[src/rtl/qed_replay_scheduler.sv]
// SQED instruction sequencer: forwards and buffers originals, replays them as duplicates, then arms the QED check.
// Optional macro QED_AUTO_DUP_EN: a full replay FIFO starts the duplicate phase without exec_dup.
module qed_replay_scheduler #(
  parameter int          DEPTH    = 8,
  parameter int          CNT_W    = $clog2(DEPTH) + 1,
  parameter logic [31:0] NOP_INST = 32'h00000013
) (
  input  logic             clk,
  input  logic             reset_x,
  input  logic [31:0]      ifu_inst,
  input  logic             ifu_valid,
  output logic             ifu_ready,
  input  logic             stall,
  input  logic             exec_dup,
  output logic [31:0]      qed_inst,
  output logic             qed_valid,
  output logic             qed_is_dup,
  output logic             qed_ready,
  output logic [CNT_W-1:0] orig_cnt,
  output logic [CNT_W-1:0] dup_cnt
);

  localparam int PTR_W = $clog2(DEPTH);

  localparam logic [1:0] ST_ORIG = 2'd0;
  localparam logic [1:0] ST_DUP  = 2'd1;
  localparam logic [1:0] ST_DONE = 2'd2;

  localparam logic [CNT_W-1:0] CNT_FULL = CNT_W'(DEPTH);
  localparam logic [CNT_W-1:0] CNT_ZERO = {CNT_W{1'b0}};
  localparam logic [CNT_W-1:0] CNT_ONE  = {{(CNT_W-1){1'b0}}, 1'b1};
  localparam logic [PTR_W-1:0] PTR_ZERO = {PTR_W{1'b0}};
  localparam logic [PTR_W-1:0] PTR_ONE  = {{(PTR_W-1){1'b0}}, 1'b1};

  logic [1:0]       r_state;
  logic [PTR_W-1:0] r_wr_ptr;
  logic [PTR_W-1:0] r_rd_ptr;
  logic [CNT_W-1:0] r_count;
  logic [CNT_W-1:0] r_orig_cnt;
  logic [CNT_W-1:0] r_dup_cnt;
  logic [31:0]      r_qed_inst;
  logic             r_qed_valid;
  logic             r_qed_is_dup;
  logic             r_qed_ready;
  logic [31:0]      r_mem [DEPTH];

  logic [1:0]       w_state_nxt;
  logic [PTR_W-1:0] w_wr_ptr_nxt;
  logic [PTR_W-1:0] w_rd_ptr_nxt;
  logic [CNT_W-1:0] w_count_nxt;
  logic [CNT_W-1:0] w_orig_cnt_nxt;
  logic [CNT_W-1:0] w_dup_cnt_nxt;
  logic [31:0]      w_qed_inst_nxt;
  logic             w_qed_valid_nxt;
  logic             w_qed_is_dup_nxt;
  logic             w_qed_ready_nxt;
  logic             w_push;
  logic             w_full;
  logic             w_empty;
  logic             w_accept;
  logic             w_go_dup;
  logic [31:0]      w_rd_data;

  assign w_full    = (r_count == CNT_FULL);
  assign w_empty   = (r_count == CNT_ZERO);
  assign ifu_ready = (r_state == ST_ORIG) & ~stall & ~w_full & ~exec_dup;
  assign w_accept  = ifu_valid & ifu_ready;
  assign w_rd_data = r_mem[r_rd_ptr];

`ifdef QED_AUTO_DUP_EN
  assign w_go_dup = (exec_dup & (r_orig_cnt != CNT_ZERO)) | w_full;
`else
  assign w_go_dup = exec_dup & (r_orig_cnt != CNT_ZERO);
`endif

  // Next-state logic for the phase FSM, FIFO bookkeeping and output registers
  always_comb begin
    w_state_nxt      = r_state;
    w_wr_ptr_nxt     = r_wr_ptr;
    w_rd_ptr_nxt     = r_rd_ptr;
    w_count_nxt      = r_count;
    w_orig_cnt_nxt   = r_orig_cnt;
    w_dup_cnt_nxt    = r_dup_cnt;
    w_qed_inst_nxt   = r_qed_inst;
    w_qed_valid_nxt  = r_qed_valid;
    w_qed_is_dup_nxt = r_qed_is_dup;
    w_qed_ready_nxt  = r_qed_ready;
    w_push           = 1'b0;
    if (!stall) begin
      case (r_state)
        ST_ORIG: begin
          w_qed_is_dup_nxt = 1'b0;
          if (w_accept) begin
            w_push          = 1'b1;
            w_qed_inst_nxt  = ifu_inst;
            w_qed_valid_nxt = 1'b1;
            w_wr_ptr_nxt    = r_wr_ptr + PTR_ONE;
            w_count_nxt     = r_count + CNT_ONE;
            w_orig_cnt_nxt  = r_orig_cnt + CNT_ONE;
          end else begin
            w_qed_inst_nxt  = NOP_INST;
            w_qed_valid_nxt = 1'b0;
          end
          if (w_go_dup) begin
            w_state_nxt = ST_DUP;
          end else begin
            w_state_nxt = ST_ORIG;
          end
        end
        ST_DUP: begin
          if (!w_empty) begin
            w_qed_inst_nxt   = w_rd_data;
            w_qed_valid_nxt  = 1'b1;
            w_qed_is_dup_nxt = 1'b1;
            w_rd_ptr_nxt     = r_rd_ptr + PTR_ONE;
            w_count_nxt      = r_count - CNT_ONE;
            w_dup_cnt_nxt    = r_dup_cnt + CNT_ONE;
            // The pop that drains the last entry also closes the phase
            if (r_count == CNT_ONE) begin
              w_state_nxt = ST_DONE;
            end else begin
              w_state_nxt = ST_DUP;
            end
          end else begin
            w_state_nxt      = ST_DONE;
            w_qed_inst_nxt   = NOP_INST;
            w_qed_valid_nxt  = 1'b0;
            w_qed_is_dup_nxt = 1'b0;
          end
        end
        ST_DONE: begin
          w_qed_inst_nxt   = NOP_INST;
          w_qed_valid_nxt  = 1'b0;
          w_qed_is_dup_nxt = 1'b0;
          w_qed_ready_nxt  = (r_orig_cnt == r_dup_cnt);
        end
        default: begin
          w_state_nxt      = ST_ORIG;
          w_qed_inst_nxt   = NOP_INST;
          w_qed_valid_nxt  = 1'b0;
          w_qed_is_dup_nxt = 1'b0;
          w_qed_ready_nxt  = 1'b0;
        end
      endcase
    end else begin
      w_state_nxt = r_state;
    end
  end

  // Control and output registers
  always_ff @(posedge clk or negedge reset_x) begin
    if (!reset_x) begin
      r_state      <= ST_ORIG;
      r_wr_ptr     <= PTR_ZERO;
      r_rd_ptr     <= PTR_ZERO;
      r_count      <= CNT_ZERO;
      r_orig_cnt   <= CNT_ZERO;
      r_dup_cnt    <= CNT_ZERO;
      r_qed_inst   <= NOP_INST;
      r_qed_valid  <= 1'b0;
      r_qed_is_dup <= 1'b0;
      r_qed_ready  <= 1'b0;
    end else begin
      r_state      <= w_state_nxt;
      r_wr_ptr     <= w_wr_ptr_nxt;
      r_rd_ptr     <= w_rd_ptr_nxt;
      r_count      <= w_count_nxt;
      r_orig_cnt   <= w_orig_cnt_nxt;
      r_dup_cnt    <= w_dup_cnt_nxt;
      r_qed_inst   <= w_qed_inst_nxt;
      r_qed_valid  <= w_qed_valid_nxt;
      r_qed_is_dup <= w_qed_is_dup_nxt;
      r_qed_ready  <= w_qed_ready_nxt;
    end
  end

  // Replay storage; contents are don't-care once the occupancy count is cleared
  always_ff @(posedge clk) begin
    if (w_push) begin
      r_mem[r_wr_ptr] <= ifu_inst;
    end
  end

  assign qed_inst   = r_qed_inst;
  assign qed_valid  = r_qed_valid;
  assign qed_is_dup = r_qed_is_dup;
  assign qed_ready  = r_qed_ready;
  assign orig_cnt   = r_orig_cnt;
  assign dup_cnt    = r_dup_cnt;

endmodule

[config.mk]
export PLATFORM = sky130hd
export DESIGN_NAME = qed_replay_scheduler
export DESIGN_NICKNAME = d
export VERILOG_FILES = /design/src/rtl/qed_replay_scheduler.sv
export SDC_FILE = /design/constraint.sdc
export NUM_CORES = 1
export LEC_CHECK = 0
export CAP_MARGIN = 0
export CORE_UTILIZATION = 59
export DETAILED_ROUTE_END_ITERATION = 10
export PLACE_DENSITY = 0.8
export SYNTH_ARGS = -nofsm -noshare
export SYNTH_HDL_FRONTEND = slang
export SYNTH_SLANG_ARGS = --single-unit
export TNS_END_PERCENT = 10
[constraint.sdc]
create_clock -name clk -period 6.11 [get_ports clk]
set_input_delay 1.5275 -clock clk [delete_from_list [all_inputs] [get_ports clk]]
set_output_delay 1.5275 -clock clk [all_outputs]
set_load 0.01 [all_outputs]
# --- Yosys cells after proc, flatten, opt, wreduce, memory -nomap -nowiden ---
# Memories as Yosys holds them, arrays and structs flattened.
# Index checks and enable logic that the tools add are counted.
classes:
  muxes: 19
  n_bitwise: 11
  n_eq_ne: 7
  reduce_logical: 10
  n_addsub: 6
op_table:
  columns: ["operator", "count"]
  rows:
  - ["32-bit two-way mux", 2]
  - ["32-bit case mux with 2 select lines", 1]
  - ["4-bit by 1-bit adder with 4-bit output (second input constant)", 3]
  - ["1-bit two-way mux", 8]
  - ["4-bit two-way mux", 2]
  - ["4-bit case mux with 2 select lines", 1]
  - ["3-bit by 1-bit adder with 3-bit output (second input constant)", 2]
  - ["1-bit inverter", 6]
  - ["2-bit case mux with 3 select lines", 1]
  - ["3-bit AND reduction", 2]
  - ["1-bit AND", 5]
  - ["4-bit by 1-bit equality test with 1-bit output (second input constant)", 1]
  - ["4-bit equality test", 1]
  - ["4-bit equality test (second input constant)", 1]
  - ["4-bit zero test", 1]
  - ["2-bit two-way mux", 2]
  - ["2-bit != test (second input constant)", 2]
  - ["1-bit case mux with 2 select lines", 2]
  - ["2-bit AND reduction", 2]
  - ["4-bit AND reduction", 1]
  - ["4-bit nonzero test", 1]
  - ["4-bit by 1-bit subtractor with 4-bit output (second input constant)", 1]
  - ["2-bit by 1-bit equality test with 1-bit output (second input constant)", 1]
  - ["2-bit equality test (second input constant)", 1]
  - ["other kinds (3)", 3]
word_totals:
  word_cells: 64
  inputBits: 37
  mem_count: 1
  out_inout_bits: 44
  register_bits: 55
  ramBits: 256
mem_list:
  columns: ["memory", "depth", "word_bits", "rd", "rd_clocked_by_memory_dff", "write_ports", "line", "text"]
  rows:
  - ["r_mem", 8, 32, 1, 0, 1, "45", "logic [31:0] r_mem [DEPTH];"]

# --- Logic depth before layout (Yosys ltp) ---
logic_depth:
  word_depth: 10
  ltp_mapped: 7
  depth_no_buf: 6

# --- Worst setup path before layout ---
# No wires, ideal clock.
synth_timing:
  path_type: "input port to flip-flop"
  startpoint: "in stall"
  endpoint: "mem r_mem[2][0], enable pin"
  path_stages: 4
  required_time_ns: 5.597
  setup_ns: 0.513
  path_slack_ns: 0.001
  arrival_time_ns: 5.597
  n_path_buf: 1
  cell_sequence: "nor4_1 nand3_1 clkbuf_1 nor4b_1"
synth_between:
  elab_chain_len: 10
synth_rtl:
  columns: ["element", "line", "text"]
  rows:
  - ["start: declaration", "13", "input logic stall,"]
  - ["1-bit inverter (no line)", null, null]
  - ["1-bit AND (3 in series)", "66", "assign ifu_ready = (r_state == ST_ORIG) & ~stall & ~w_full & ~exec_dup;"]
  - ["1-bit AND", "67", "assign w_accept = ifu_valid & ifu_ready;"]
  - ["1-bit two-way mux", "93", "if (w_accept) begin"]
  - ["1-bit two-way mux", "90", "case (r_state)"]
  - ["1-bit two-way mux (*)", "89", "if (!stall) begin"]
  - ["1-bit two-way mux (*)", "179", "if (w_push) begin"]
  - ["1-bit two-way mux (implied by the code) (*)", "180", "r_mem[r_wr_ptr] <= ifu_inst;"]
  - ["end: declaration", "45", null]
# Mark *: on every way between the ends. The rest lies on a longest branch, timed or not.

# --- Worst setup path after layout ---
layout_timing:
  startpoint: "in stall"
  endpoint: "out ifu_ready"
layout_between:
  elab_chain_len: 4
layout_rtl:
  columns: ["element", "line", "text"]
  rows:
  - ["1-bit inverter (no line)", null, null]
  - ["1-bit AND (3 in series)", "66", null]
  - ["end: declaration", "12", "output logic ifu_ready,"]
# No other way between the ends.

==> reports/metrics.yaml <==
report.final.slew_viol_count: 0
critPathLaunchType: "input pin"
r2r_cells: 5
pwr-share-seq: 0.455
hold_class: "flip-flop to flip-flop"
fill_cells: 1259
viasPerCell: 6.21
hpwlAfterDp_mm: 13.8
vdd_drop_max_mv: 0.273
fmax_mhz: 214
clkPwrFrac: 0.282
drtIter0Drc: 560
ant_nets: 0
cts_max_path_buffers: 3
finalCritPeriodShare: 0.766
netlist_area_mm2: 0.0124
fp-row-count: 52
met2_usage: 0.405
drc: 0
synth_top_cell_by_area: "edfxtp_1"
rsz0062_at_grt: "no"
post_cts_buffers: 0
total_power_mw: 6.16
power_frac_comb: 0.263
htreeDepth: 1
crit_chain: "buf_2 > nor4_1 > and2_1 > clkdlybuf4s50_1"
vias: 6706
dp_slack_ns: 1.44
crit_family: "buffers and inverters"
worstSetupPathType: "input pin to output pin"
pin_count: 81
synth_warnings: 0
clk_latency_ns: 0.55
clkSinkCount: 311
ys_ff_latch: 311
required_ns: 4.58
cts_tree: "built"
overflow: 0
grt_use_total: 0.240
coreArea_mm2: 0.0204
fp.dieW_um: 147
p_leak_nw: 4.86
synthDistinctLibCells: 43
seq_area_frac_synth: 0.734
critPathBufInv: 2
skew_ns: 0.0207
wl_mm: 25.3
status: "finished clean"
drtPass1Iterations: 5
finalCoreUtilization: 0.706
power_per_cell_area_mw_per_mm2: 428
grt_max_degree: 84
path_clk_slew_ns: 0.06
met3_usage: 0.0339
n_antenna_cell: 0
fin_cells: 1080
tns_ns: 0
synth_area_leaders: "edfxtp_1 62%, dfrtp_1 11%, mux2_2 5.3%"
worst_slack_ns: 1.43
antenna_found_initial: 0
nets: 832
max-slew-margin-rel: 0.248
place.gp.congestion: 0.745
r2r-end: "qed_inst[13]"
cts_resized: 0
cp.depth: 4
arrival_ns: 3.15
syn_inst: 700
maxCapViolCount: 0
cp-startpoint: "stall"
cts_buffers: 30
post_dp_cell_area_mm2: 0.0134
critPathMaxStageDelay_ns: 0.54
area_growth_pct: 16.3
portBuffers: 80
setup-violations-final: 0
crit_fanout: 39
power.internal_mw: 4.29
power.switching_mw: 1.87
p_sw_frac: 0.303
cp_slowest_cell: "clkdlybuf4s50_1"
grt_pass1_vias: 7000
synth_top_area_share: 0.622
syn_nets: 745
layout-drive-gt1-share: 0.210
cts_root_buf: "clkbuf_16"
start_util: 0.607
dieArea_mm2: 0.0215
reg2reg_slack_ns: 3.18
holdWs_ns: 0.487
wl_per_cell_um: 23.4
rr_startpoint: "r_rd_ptr[0]"
fp.dieH_um: 147
grt_busiest_layer: "met2"
worst_pin_slew_ns: 1.13
dpl.cell_count: 1025
min_period_ns: 4.68
crit_path_end_kind: "output pin"
final_cell_area_mm2: 0.0144
synth.avg_cell_area_um2: 17.7
grt_pass1_wl_mm: 39.4
use_met1: 0.331
crit_path_end: "ifu_ready"
finalHoldViolCount: 0
postCtsHoldBufs: 0
## flip-flops by register name (all words and copies together), names as in the netlist
| register | count |
|---|---|
| r_mem | 256 |
| qed_inst | 32 |
| dup_cnt | 4 |
| orig_cnt | 4 |
| r_count | 4 |
| r_rd_ptr | 3 |
| r_wr_ptr | 3 |
| r_state | 2 |
| qed_is_dup | 1 |
| qed_ready | 1 |
| qed_valid | 1 |
## final cells by class
| class | count | area (um2) | share of cell area |
|---|---|---|---|
| Clock inverter | 15 | 98.8 | 0.00687 |
| Timing Repair Buffer | 101 | 948 | 0.0660 |
| Tap cell | 270 | 338 | 0.0235 |
| Sequential cell | 311 | 9070 | 0.631 |
| Inverter | 6 | 22.5 | 0.00157 |
| Multi-Input combinational cell | 337 | 3070 | 0.213 |
| Clock buffer | 40 | 830 | 0.0577 |
## power by group through the flow
stage	Combinational [mW]	Sequential (mW)	Clock (mW)
6_report	1.62	2.80	1.73
5_1_grt	1.75	2.84	1.84
4_1_cts	1.63	2.81	1.76
3_5_place_dp	1.62	2.84	0
3_3_place_gp	1.56	2.83	0
2_1_floorplan	1.18	2.72	0
## per-layer routing
metal,vias to the layer above,routed length (um)
li1,2991,-
met1,3438,10800
met2,246,12700
met3,31,1510
met4,0,347
met5,-,0
## placed cells by master (no fill, tap or decap), types with 7 or more instances in the layout
cell             Yosys  layout
a221o_1             29      29
clkdlybuf4s50_1      0      78
buf_4                8      21
xnor2_1             15      15
ha_1                 8       8
nand2_1             23      23
clkinv_2             0      10
clkbuf_16            0      31
nor2b_1             29      29
clkbuf_1            10       7
dfrtp_1             52      51
a211oi_1            30      30
o22ai_1             33      33
mux2i_1             33      33
a2111oi_0            7       7
mux2_2              58      58
edfxtp_1           256     256
a2111oi_2           22      22
## worst reg2reg max path, stage by stage, from the launching register on
cell and delay (ns):
dfrtp_4 1.16, buf_4 0.60, mux2_2 0.41, o22ai_1 0.22, a2111oi_2 0.09, a221o_1 0.31
## logic make-up after synthesis
family,share of synthesized area
flops,0.734
compound gates,0.0981
mux,0.0905
simple gates,0.0342
buf+inv,0.0226
xor+xnor,0.0128
fa+ha+maj,0.00810
## cell usage after synthesis
| library cell | n |
|---|---|
| edfxtp_1 | 256 |
| mux2_2 | 58 |
| dfrtp_1 | 52 |
| mux2i_1 | 33 |
| o22ai_1 | 33 |
| a211oi_1 | 30 |
| a221o_1 | 29 |
| nor2b_1 | 29 |
| nand2_1 | 23 |
| a2111oi_2 | 22 |
| buf_2 | 21 |
| xnor2_1 | 15 |
| clkbuf_1 | 10 |
| buf_4 | 8 |
| ha_1 | 8 |
| a2111oi_0 | 7 |
| a21oi_1 | 6 |
| inv_1 | 6 |
| mux4_2 | 6 |
| nor2_1 | 5 |
| buf_1 | 3 |
| dfstp_2 | 3 |
| nand2b_1 | 3 |
| nor3_1 | 3 |
| nor4_1 | 3 |
| o21ai_0 | 3 |
| xor2_1 | 3 |
| a211o_1 | 2 |
| buf_6 | 2 |
| nand3_1 | 2 |
| nand4_1 | 2 |
| nor3b_1 | 2 |
| nor4b_1 | 2 |
| a211oi_2 | 1 |
| a21o_1 | 1 |
| and2_1 | 1 |
| and3_1 | 1 |
| and4_1 | 1 |
| buf_8 | 1 |
| clkbuf_2 | 1 |
| nand3b_1 | 1 |
| o31ai_1 | 1 |
| o41ai_1 | 1 |
## worst min-delay path by stage
stage | startpoint | to | depth (start not counted)
after floorplan | r_count[3] | r_count[3] | 1
after global placement | qed_ready | qed_ready | 2
after detailed placement | qed_is_dup | qed_is_dup | 2
after CTS | qed_is_dup | qed_is_dup | 2
after global routing | qed_valid | qed_valid | 1
final | qed_is_dup | qed_is_dup | 2
No activity file was read; power rests on OpenSTA's default activity.
